===== src/rtl/fetch_unit_if.sv =====
// Instruction-memory request bus between the fetch stage and instruction memory.
// Latency: none, plain wires; one request outstanding, completed by IMemAck.
// Backpressure: requester holds IMemReq/IMemAddr stable until IMemAck.
interface fetch_unit_if;
   logic        IMemReq;
   logic [31:0] IMemAddr;
   logic        IMemAck;
   logic [31:0] IMemData;

   modport master (
      output IMemReq,
      output IMemAddr,
      input  IMemAck,
      input  IMemData
   );

   modport slave (
      input  IMemReq,
      input  IMemAddr,
      output IMemAck,
      output IMemData
   );
endinterface


===== src/rtl/fetch_unit.sv =====
// Fetch stage: owns the PC, one outstanding imem request, registered word to decode.
// Latency: IMemAck to FetchData_IF is one cycle; a zero-wait memory gives one word per cycle.
// Backpressure: AnyStall holds outputs, an ack under stall parks in a one-entry skid (HOLD).
// Optional feature macro: DELAY_SLOT_EN (jumps deliver the sequential delay-slot word first).
module fetch_unit #(
   parameter logic [31:0] RESET_PC  = 32'h0000_0000,
   parameter logic [31:0] NOP_INSTR = 32'h0000_0000
) (
   input  logic         clk,
   input  logic         reset,
   input  logic         AnyStall,
   input  logic         flush,
   input  logic         BrTaken_EX,
   input  logic [31:0]  BrTgt_EX,
   input  logic         Jump_ID,
   input  logic [15:0]  JumpTgt_ID,
   fetch_unit_if.master imem,
   output logic [31:0]  FetchData_IF,
   output logic [31:0]  FetchPc_IF,
   output logic         FetchValid_IF
);
   typedef enum logic [1:0] {
      S_REQ  = 2'd0,
      S_HOLD = 2'd1,
      S_DROP = 2'd2
   } state_t;

   state_t      r_state, w_state_nxt;
   logic [31:0] r_pc, w_pc_nxt;
   logic [31:0] r_dat, w_dat_nxt;
   logic [31:0] r_fpc, w_fpc_nxt;
   logic        r_vld, w_vld_nxt;
   logic [31:0] r_skid_dat, w_skid_dat_nxt;
   logic [31:0] r_skid_pc, w_skid_pc_nxt;
   logic [31:0] r_drop_addr, w_drop_addr_nxt;
   logic        r_pend_vld, w_pend_vld_nxt;
   logic [31:0] r_pend_tgt, w_pend_tgt_nxt;

   logic        w_req, w_ack, w_jump, w_squash;
   logic [31:0] w_addr, w_seq_pc, w_fpc_inc, w_jump_tgt, w_br_tgt;

   // Request/address generation and redirect target arithmetic
   always_comb begin
      w_req      = (r_state != S_HOLD);
      w_addr     = (r_state == S_DROP) ? r_drop_addr : r_pc;
      w_ack      = w_req && imem.IMemAck;
      w_seq_pc   = r_pend_vld ? r_pend_tgt : (r_pc + 32'd4);
      w_fpc_inc  = r_fpc + 32'd4;
      // upper bits come from the delay-slot address so a carry out of bit 17 is honoured
      w_jump_tgt = (w_fpc_inc & 32'hFFFC_0000) | {14'd0, JumpTgt_ID, 2'b00};
      w_br_tgt   = BrTgt_EX & 32'hFFFF_FFFC;
      w_jump     = Jump_ID && !AnyStall && r_vld;
   end

`ifdef DELAY_SLOT_EN
   assign w_squash = flush;
`else
   assign w_squash = flush || w_jump;
`endif

   assign imem.IMemReq  = w_req;
   assign imem.IMemAddr = w_addr;

   assign FetchData_IF  = r_dat;
   assign FetchPc_IF    = r_fpc;
   assign FetchValid_IF = r_vld;

   // Next-state and datapath decisions; redirects take priority over sequential flow
   always_comb begin
      w_state_nxt     = r_state;
      w_pc_nxt        = r_pc;
      w_dat_nxt       = r_dat;
      w_fpc_nxt       = r_fpc;
      w_vld_nxt       = r_vld;
      w_skid_dat_nxt  = r_skid_dat;
      w_skid_pc_nxt   = r_skid_pc;
      w_drop_addr_nxt = r_drop_addr;
      w_pend_vld_nxt  = r_pend_vld;
      w_pend_tgt_nxt  = r_pend_tgt;

      if (w_squash) begin
         // bubble out; any word acked now is stale, leaving HOLD empties the skid
         w_dat_nxt      = NOP_INSTR;
         w_vld_nxt      = 1'b0;
         w_pend_vld_nxt = 1'b0;
         if (flush) begin
            if (BrTaken_EX) begin
               w_pc_nxt = w_br_tgt;
            end
         end else begin
            w_pc_nxt = w_jump_tgt;
         end
         if (w_req && !w_ack) begin
            w_state_nxt     = S_DROP;
            w_drop_addr_nxt = w_addr;
         end else begin
            w_state_nxt = S_REQ;
         end
      end else begin
         case (r_state)
            S_REQ: begin
               if (w_ack) begin
                  if (AnyStall) begin
                     w_skid_dat_nxt = imem.IMemData;
                     w_skid_pc_nxt  = r_pc;
                     w_state_nxt    = S_HOLD;
                  end else begin
                     w_dat_nxt = imem.IMemData;
                     w_fpc_nxt = r_pc;
                     w_vld_nxt = 1'b1;
                  end
                  w_pc_nxt       = w_seq_pc;
                  w_pend_vld_nxt = 1'b0;
               end else if (!AnyStall) begin
                  w_dat_nxt = NOP_INSTR;
                  w_vld_nxt = 1'b0;
               end
            end
            S_HOLD: begin
               if (!AnyStall) begin
                  w_dat_nxt   = r_skid_dat;
                  w_fpc_nxt   = r_skid_pc;
                  w_vld_nxt   = 1'b1;
                  w_state_nxt = S_REQ;
               end
            end
            S_DROP: begin
               if (w_ack) begin
                  w_state_nxt = S_REQ;
               end
            end
            default: begin
               w_state_nxt = S_REQ;
            end
         endcase
`ifdef DELAY_SLOT_EN
         // the delay slot is the word at jump PC+4: either already taken (skid or this ack)
         // so the PC can jump now, or still to come, so park the target until it is accepted
         if (w_jump) begin
            if ((r_state == S_HOLD) || ((r_state == S_REQ) && w_ack)) begin
               w_pc_nxt       = w_jump_tgt;
               w_pend_vld_nxt = 1'b0;
            end else begin
               w_pend_vld_nxt = 1'b1;
               w_pend_tgt_nxt = w_jump_tgt;
            end
         end
`endif
      end
   end

   // FSM state register
   always_ff @(posedge clk) begin
      if (!reset) begin
         r_state <= S_REQ;
      end else begin
         r_state <= w_state_nxt;
      end
   end

   // PC, output, skid, drop-address and pending-jump registers
   always_ff @(posedge clk) begin
      if (!reset) begin
         r_pc        <= RESET_PC;
         r_dat       <= NOP_INSTR;
         r_fpc       <= 32'd0;
         r_vld       <= 1'b0;
         r_skid_dat  <= 32'd0;
         r_skid_pc   <= 32'd0;
         r_drop_addr <= 32'd0;
         r_pend_vld  <= 1'b0;
         r_pend_tgt  <= 32'd0;
      end else begin
         r_pc        <= w_pc_nxt;
         r_dat       <= w_dat_nxt;
         r_fpc       <= w_fpc_nxt;
         r_vld       <= w_vld_nxt;
         r_skid_dat  <= w_skid_dat_nxt;
         r_skid_pc   <= w_skid_pc_nxt;
         r_drop_addr <= w_drop_addr_nxt;
         r_pend_vld  <= w_pend_vld_nxt;
         r_pend_tgt  <= w_pend_tgt_nxt;
      end
   end
endmodule


===== src/flat_wrapper.sv =====
// flat-port wrapper written by rule: the top's interface ports become plain ports
module fetch_unit_flat 
#(
   parameter logic [31:0] RESET_PC  = 32'h0000_0000,
   parameter logic [31:0] NOP_INSTR = 32'h0000_0000
)
  (clk, reset, AnyStall, flush, BrTaken_EX, BrTgt_EX, Jump_ID, JumpTgt_ID, FetchData_IF, FetchPc_IF, FetchValid_IF, imem_IMemReq, imem_IMemAddr, imem_IMemAck, imem_IMemData);
  fetch_unit_if imem_i ();
  input  logic clk;
  input  logic reset;
  input  logic AnyStall;
  input  logic flush;
  input  logic BrTaken_EX;
  input  logic [31:0] BrTgt_EX;
  input  logic Jump_ID;
  input  logic [15:0] JumpTgt_ID;
  output logic [31:0] FetchData_IF;
  output logic [31:0] FetchPc_IF;
  output logic FetchValid_IF;
  output wire logic [$bits(imem_i.IMemReq)-1:0] imem_IMemReq;
  output wire logic [$bits(imem_i.IMemAddr)-1:0] imem_IMemAddr;
  input wire logic [$bits(imem_i.IMemAck)-1:0] imem_IMemAck;
  input wire logic [$bits(imem_i.IMemData)-1:0] imem_IMemData;
  assign imem_IMemReq = imem_i.IMemReq;
  assign imem_IMemAddr = imem_i.IMemAddr;
  assign imem_i.IMemAck = imem_IMemAck;
  assign imem_i.IMemData = imem_IMemData;
  fetch_unit #(.RESET_PC(RESET_PC), .NOP_INSTR(NOP_INSTR)) u_core (.clk(clk), .reset(reset), .AnyStall(AnyStall), .flush(flush), .BrTaken_EX(BrTaken_EX), .BrTgt_EX(BrTgt_EX), .Jump_ID(Jump_ID), .JumpTgt_ID(JumpTgt_ID), .imem(imem_i), .FetchData_IF(FetchData_IF), .FetchPc_IF(FetchPc_IF), .FetchValid_IF(FetchValid_IF));
endmodule

===== config.mk =====
export PLATFORM = sky130hd
export DESIGN_NAME = fetch_unit_flat
export DESIGN_NICKNAME = d
export VERILOG_FILES = /design/src/rtl/fetch_unit_if.sv /design/src/rtl/fetch_unit.sv /design/src/flat_wrapper.sv
export SDC_FILE = /design/constraint.sdc
export NUM_CORES = 1
export LEC_CHECK = 0
export ABC_AREA = 0
export CORE_MARGIN = 3
export CORE_UTILIZATION = 36
export CTS_CLUSTER_SIZE = 30
export DETAILED_ROUTE_END_ITERATION = 6
export HOLD_SLACK_MARGIN = 0.06
export PLACE_DENSITY_LB_ADDON = 0.2
export SLEW_MARGIN = 30
export SYNTH_ARGS = -nofsm -noshare
export SYNTH_HDL_FRONTEND = slang
export SYNTH_SLANG_ARGS = --single-unit

===== constraint.sdc =====
create_clock -name clk -period 5.2 [get_ports clk]
set_input_delay 1.04 -clock clk [delete_from_list [all_inputs] [get_ports clk]]
set_output_delay 1.04 -clock clk [all_outputs]
set_load 0.02 [all_outputs]

==> metrics.cfg, run 1 <==
[final_layout]
drive_gt1_frac = 0.0772
final_area_um2 = 11600
fin_nets = 1383
fin_cells = 1634
areaGrowthSynthToFinish_pct = 29.0
utilization = 0.475

[global_route]
grt_pass1_wl_um = 46100
grt_pass1_vias = 8133
antenna_found_initial = 2
grtUsageTotal = 0.215
grt_max_degree = 90
overflow = 0

[critical_path]
cpPeakStageDelay_ns = 0.58
critPathMaxFanout = 20
cp.required_ns = 4.16
endpoint_kind = primary output
worstSetupPathType = register to primary output
crit_chain = nor2b_4, buf_16, mux2_2, clkdlybuf4s50_1
start_kind = register
cp.arrival_ns = 2.74
worst_path_max_delay_cell = clkdlybuf4s50_1

[cts]
cts_tree = done
path_clk_slew_ns = 0.07
cts.sinks = 189
post-cts-setup-buffer-count = 0
clk-insertion-delay-late_ns = 0.44
cts_inserted_buffers = 17
root_buffer = clkbuf_16
cts_hold_buf = 0
clk_path_buf_depth = 2
cts_repair_resize_count = 0
cts.htree.levels = 4

[outcome]
run_status = finished clean

[pwr]
ir_drop_mv = 0.199
p_leak_uw = 0.00388
power-per-cell-area_nw_per_um2 = 293

[floorplanning]
pin_count = 185
start_util = 0.368
rows = 57
die_h_um = 164
die_w_um = 164
core-area_um2 = 24500
die_area_um2 = 27000

[yosys]
avgSynthCellArea_um2 = 7.64
synth_seq_cells = 189
synth.most_common_cell = nand2_1
yosys.area.top_type = dfxtp_1
synthDistinctLibCells = 66
async_reset_ff_frac = 0
yosys.area.top_type_share = 0.420
yosysWarnings = 0
synth_flop_cell = dfxtp_1
ys_top_cells_by_count = 262 x nand2_1, 189 x dfxtp_1, 114 x nor2_1
syn_area_um2 = 9010
synth_edf_count = 0
ys_seq_area_frac = 0.420
syn-instance-count = 1179
synth_area_leaders = dfxtp_1 42%, nand2_1 11%, a21oi_1 5.2%

[sta]
setup_tns_ns = 0
fin_worst_skew_ns = 0.0154
hold_viol_final = 0
slew_violations = 0
rsz0062_at_grt = false
fin_crit_sh = 0.727
fmax_mhz = 264
setup_viol = 0
max_slew_margin = 0.372
period_minus_slack_ns = 3.78
worst_pin_slew_ns = 0.941

[flow_run]
maxCapViolations = 0

[placement]
place_area_um2 = 11000
globalplace.congestion = 0.849
dp_hpwl_um = 19200
numPortBuffers = 180
place_inst = 1600

[detailed_routing]
route.detailed.wl_per_inst_um = 18.0
routed-via-count = 8909
wl_um = 29400
drt-initial-drc-count = 872
ant_nets = 0
drc = 0
vias_per_cell = 5.45
firstDrtPassIters = 5

[hold_path]
worstHoldPathType = register to register

## per-stage QoR
| stage | worst slack, ns | hold slack (ns) | power [uW] |
|---|---|---|---|
| finish | 1.42 | 0.456 | 3400 |
| global route | 1.30 | 0.470 | 3540 |
| CTS | 1.40 | 0.457 | 3430 |
| detailed placement | 1.37 | 0.447 | 2100 |
| global placement | 1.42 | 0.442 | 2090 |
| floorplan | 2.53 | 0.437 | 1860 |
## critical path: cells and delay by family (launching register included)
| family | cells | cell delay, ns |
|---|---|---|
| buffers and inverters | 2 | 0.82 |
| DFF | 1 | 0.56 |
| and+or+nand+nor | 1 | 0.56 |
| muxes | 1 | 0.36 |
## power breakdown
| group | internal (uW) | switching (uW) | total [uW] | leakage (uW) |
|---|---|---|---|---|
| combinational | 223 | 274 | 497 | 0.00206 |
| sequential | 1500 | 66.4 | 1570 | 0.00154 |
| clock | 695 | 644 | 1340 | 0.000287 |
## sequential cells by signal (all words and copies together) (netlist names)
register              count
u_core.FetchPc_IF        30
u_core.r_skid_dat        32
u_core.r_state            2
u_core.FetchValid_IF      1
u_core.FetchData_IF      32
u_core.r_skid_pc         30
u_core.r_pc              30
u_core.r_drop_addr       32
## placed cells by master, fill, tap and decap left out, types with 7 or more instances in the layout
| cell type | instances |
|---|---|
| a21oi_1 | 93 |
| a311oi_1 | 30 |
| a31oi_1 | 9 |
| and3_1 | 12 |
| buf_4 | 19 |
| clkbuf_16 | 17 |
| clkdlybuf4s50_1 | 180 |
| dfxtp_1 | 189 |
| mux2_2 | 28 |
| mux2i_1 | 35 |
| nand2_1 | 261 |
| nand3_1 | 91 |
| nand4_1 | 16 |
| nor2_1 | 113 |
| nor3_1 | 10 |
| nor4_1 | 8 |
| o211ai_1 | 7 |
| o21ai_0 | 70 |
| xnor2_1 | 8 |
## area by class of cell
cell class / count / area, um^2
well taps: 324 / 405
fillers: 2404 / 12800
multi-input cells: 879 / 4820
inverters: 7 / 31.3
diodes: 2 / 5.00
flip-flops and latches: 189 / 3780
clock inverters: 14 / 146
clock buffers: 18 / 439
repair buffers: 201 / 1990
## kinds of logic after synthesis
group | after synthesis | synth area share
buffers and inverters | 112 | 0.0507
adder cells (fa/ha/maj) | 1 | 0.00139
other | 1 | 0.000416
XOR/XNOR | 10 | 0.00972
AO/OA/AOI/OAI | 252 | 0.172
AND/OR/NAND/NOR | 551 | 0.272
flip-flops | 189 | 0.420
multiplexers | 63 | 0.0739
## worst paths after layout
path         slack, ns            startpoint              endpoint  cells past startpoint
min reg2reg       0.46  u_core.r_skid_pc[21]  u_core.r_skid_pc[21]                      2
max               1.42     u_core.r_state[1]     imem_IMemAddr[30]                      4
min               0.46  u_core.r_skid_pc[21]  u_core.r_skid_pc[21]                      2
max reg2reg       2.44        u_core.r_pc[9]       u_core.r_pc[26]                      6
## layer usage
layer,routed length [um],up-vias,track usage
met2,13600,302,0.339
met4,479,0,0.0657
met3,1850,31,0.0411
met5,0,-,0
met1,13400,4216,0.299
li1,-,4360,-
No activity file was read; power rests on OpenSTA's default activity.
==> run 2, diff against run 1 <==
clock period = 3.8 ns   (was 5.2 ns; I/O delays follow)
==> run 2 against run 1 <==
- combinational power rose by 39%
- first-iteration DRC count decreased by 13%
- clock skew decreased by 0.0031 ns
- worst hold slack lost 0.0018 ns
- worst setup slack worse by 0.96 ns
- cell count is 0.37% higher
- count of clock-buffer cells in the layout down 1
- largest cell class unchanged
- largest power group unchanged
==> metrics.cfg, run 2 (synthesis results as in run 1) <==
[global_route]
grt_pass1_wl_um = 45400  ; -1.4%
grt_pass1_vias = 8098  ; -0.43%
grtUsageTotal = 0.213  ; -0.00217
overflow = 0  ; unchanged
antenna_found_initial = 1  ; -1
grt_max_degree = 78  ; -13%

[critical_path]
r2r-start = u_core.FetchPc_IF[6]
crit_end = imem_IMemAddr[30]
cp.arrival_ns = 2.58  ; -0.16 ns
reg2reg_slack_ns = 1.26  ; -1.18 ns
endpoint_kind = primary output
critPathMaxFanout = 30  ; +50%
rr_worst_depth = 6  ; unchanged
startpoint = u_core.r_state[1]
cp.required_ns = 3.04  ; -1.12 ns
r2r-end = u_core.r_pc[26]
worstSetupPathType = register to primary output
start_kind = register

[sta]
rsz0062_at_grt = false
fin_worst_skew_ns = 0.0123  ; -0.00314 ns
max_slew_margin = 0.419  ; +0.0462
period_minus_slack_ns = 3.34
fmax_mhz = 299
worst_pin_slew_ns = 0.870  ; -0.0716 ns
setup_viol = 0  ; unchanged
setup_ws_ns = 0.460  ; -0.958 ns
hold_viol_final = 0  ; unchanged
setup_tns_ns = 0  ; unchanged
whs_ns = 0.454  ; -0.00178 ns
slew_violations = 0  ; unchanged
fin_crit_sh = 0.879

[detailed_routing]
wl_um = 28900  ; -1.9%
drt-initial-drc-count = 760  ; -13%
route.detailed.wl_per_inst_um = 17.6  ; -2.3%
vias_per_cell = 5.39  ; -1.1%
drc = 0  ; unchanged
ant_nets = 0  ; unchanged
routed-via-count = 8843  ; -0.74%
firstDrtPassIters = 5  ; unchanged

[final_layout]
most-common-layout-cells = 261 x nand2_1, 189 x dfxtp_1, 180 x clkdlybuf4s50_1
areaGrowthSynthToFinish_pct = 30.2
layout_commonest_cell = nand2_1
drive_gt1_frac = 0.0821  ; +0.00491
fin_nets = 1390  ; +0.51%
final_area_um2 = 11700  ; +0.92%

[cts]
cts.sinks = 189  ; unchanged
cts_hold_buf = 0  ; unchanged
cts_repair_resize_count = 0  ; unchanged
root_buffer = clkbuf_16
cts_inserted_buffers = 17  ; unchanged
cts_tree = done
clk_path_buf_depth = 2  ; unchanged
clk-insertion-delay-late_ns = 0.45  ; about the same
cts.htree.levels = 4  ; unchanged
path_clk_slew_ns = 0.07  ; about the same
post-cts-setup-buffer-count = 0  ; unchanged

[placement]
globalplace.congestion = 0.882  ; +3.9%
pre_cts_slack_ns = 0.495  ; -0.876 ns
place_area_um2 = 11100  ; +0.75%
dp_hpwl_um = 19300  ; +0.48%
numPortBuffers = 180  ; unchanged

[floorplanning]
core-area_um2 = 24500  ; unchanged
die_h_um = 164  ; unchanged
start_util = 0.368  ; unchanged
rows = 57  ; unchanged
pin_count = 185  ; unchanged
die_area_um2 = 27000  ; unchanged
die_w_um = 164  ; unchanged

[hold_path]
hold_path_depth = 2  ; unchanged
worstHoldPathType = register to register

[pwr]
p_leak_uw = 0.00394  ; +1.6%
power-per-cell-area_nw_per_um2 = 400  ; +36%
ir_drop_mv = 0.235  ; +18%
power.total_uw = 4690  ; +38%

[flow_run]
maxCapViolations = 0  ; unchanged

[outcome]
run_status = finished clean

[run 2: cell types whose count changed in the layout (fill, tap and decap cells not counted), moves of 2 or more]
cell | previous run | this run
clkinv_8 | 0 | 4
clkinvlp_4 | 2 | 0
clkinv_4 | 0 | 2
buf_12 | 1 | 5
buf_4 | 19 | 23
inv_6 | 5 | 3
[run 2: worst max-delay path, stage by stage (launching register included)]
cell	delay, ns
dfxtp_1	0.57
nor2b_4	0.36
buf_12	0.25
mux2_2	0.37
clkdlybuf4s50_1	0.58
[run 2: cell type report]
cell class | instances | area [um^2]
flip-flops and latches | 189 | 3780
repair buffers | 208 | 2070
inverters | 7 | 28.8
fillers | 2353 | 12700
diodes | 1 | 2.50
clock inverters | 15 | 189
multi-input cells | 879 | 4820
clock buffers | 17 | 425
well taps | 324 | 405
[run 2: stage by stage]
step / std cells / util
after floorplan: 1180 / -
after global placement: 1607 / 0.454
after detailed placement: 1607 / 0.454
after CTS: 1639 / 0.479
after global routing: 1640 / 0.479
final: 1640 / 0.479
[run 2: worst min path at each step]
stage / to / startpoint / slack, ns
global route: u_core.r_skid_dat[27] / u_core.r_skid_dat[27] / 0.47
CTS: u_core.r_skid_pc[27] / u_core.r_skid_pc[27] / 0.46
floorplan: u_core.r_skid_dat[0] / u_core.r_skid_dat[0] / 0.44
global placement: u_core.r_skid_pc[27] / u_core.r_skid_pc[27] / 0.44
finish: u_core.r_skid_dat[3] / u_core.r_skid_dat[3] / 0.45
detailed placement: u_core.r_skid_pc[19] / u_core.r_skid_pc[19] / 0.45
[run 2: power by group]
part,total (uW),internal (uW),switching [uW],leakage (uW)
Sequential,2140,2050,85.8,0.00154
Combinational,692,313,379,0.00211
Clock,1850,951,904,0.000301
Total,4690,3320,1370,0.00394
[run 2: per-layer routing]
metal  wire length, um  vias up  track usage
li1                  -     4377            -
met1             12900     4152        0.295
met2             13600      286        0.337
met3              1940       28       0.0454
met4               438        0       0.0581
met5                 0        -            0
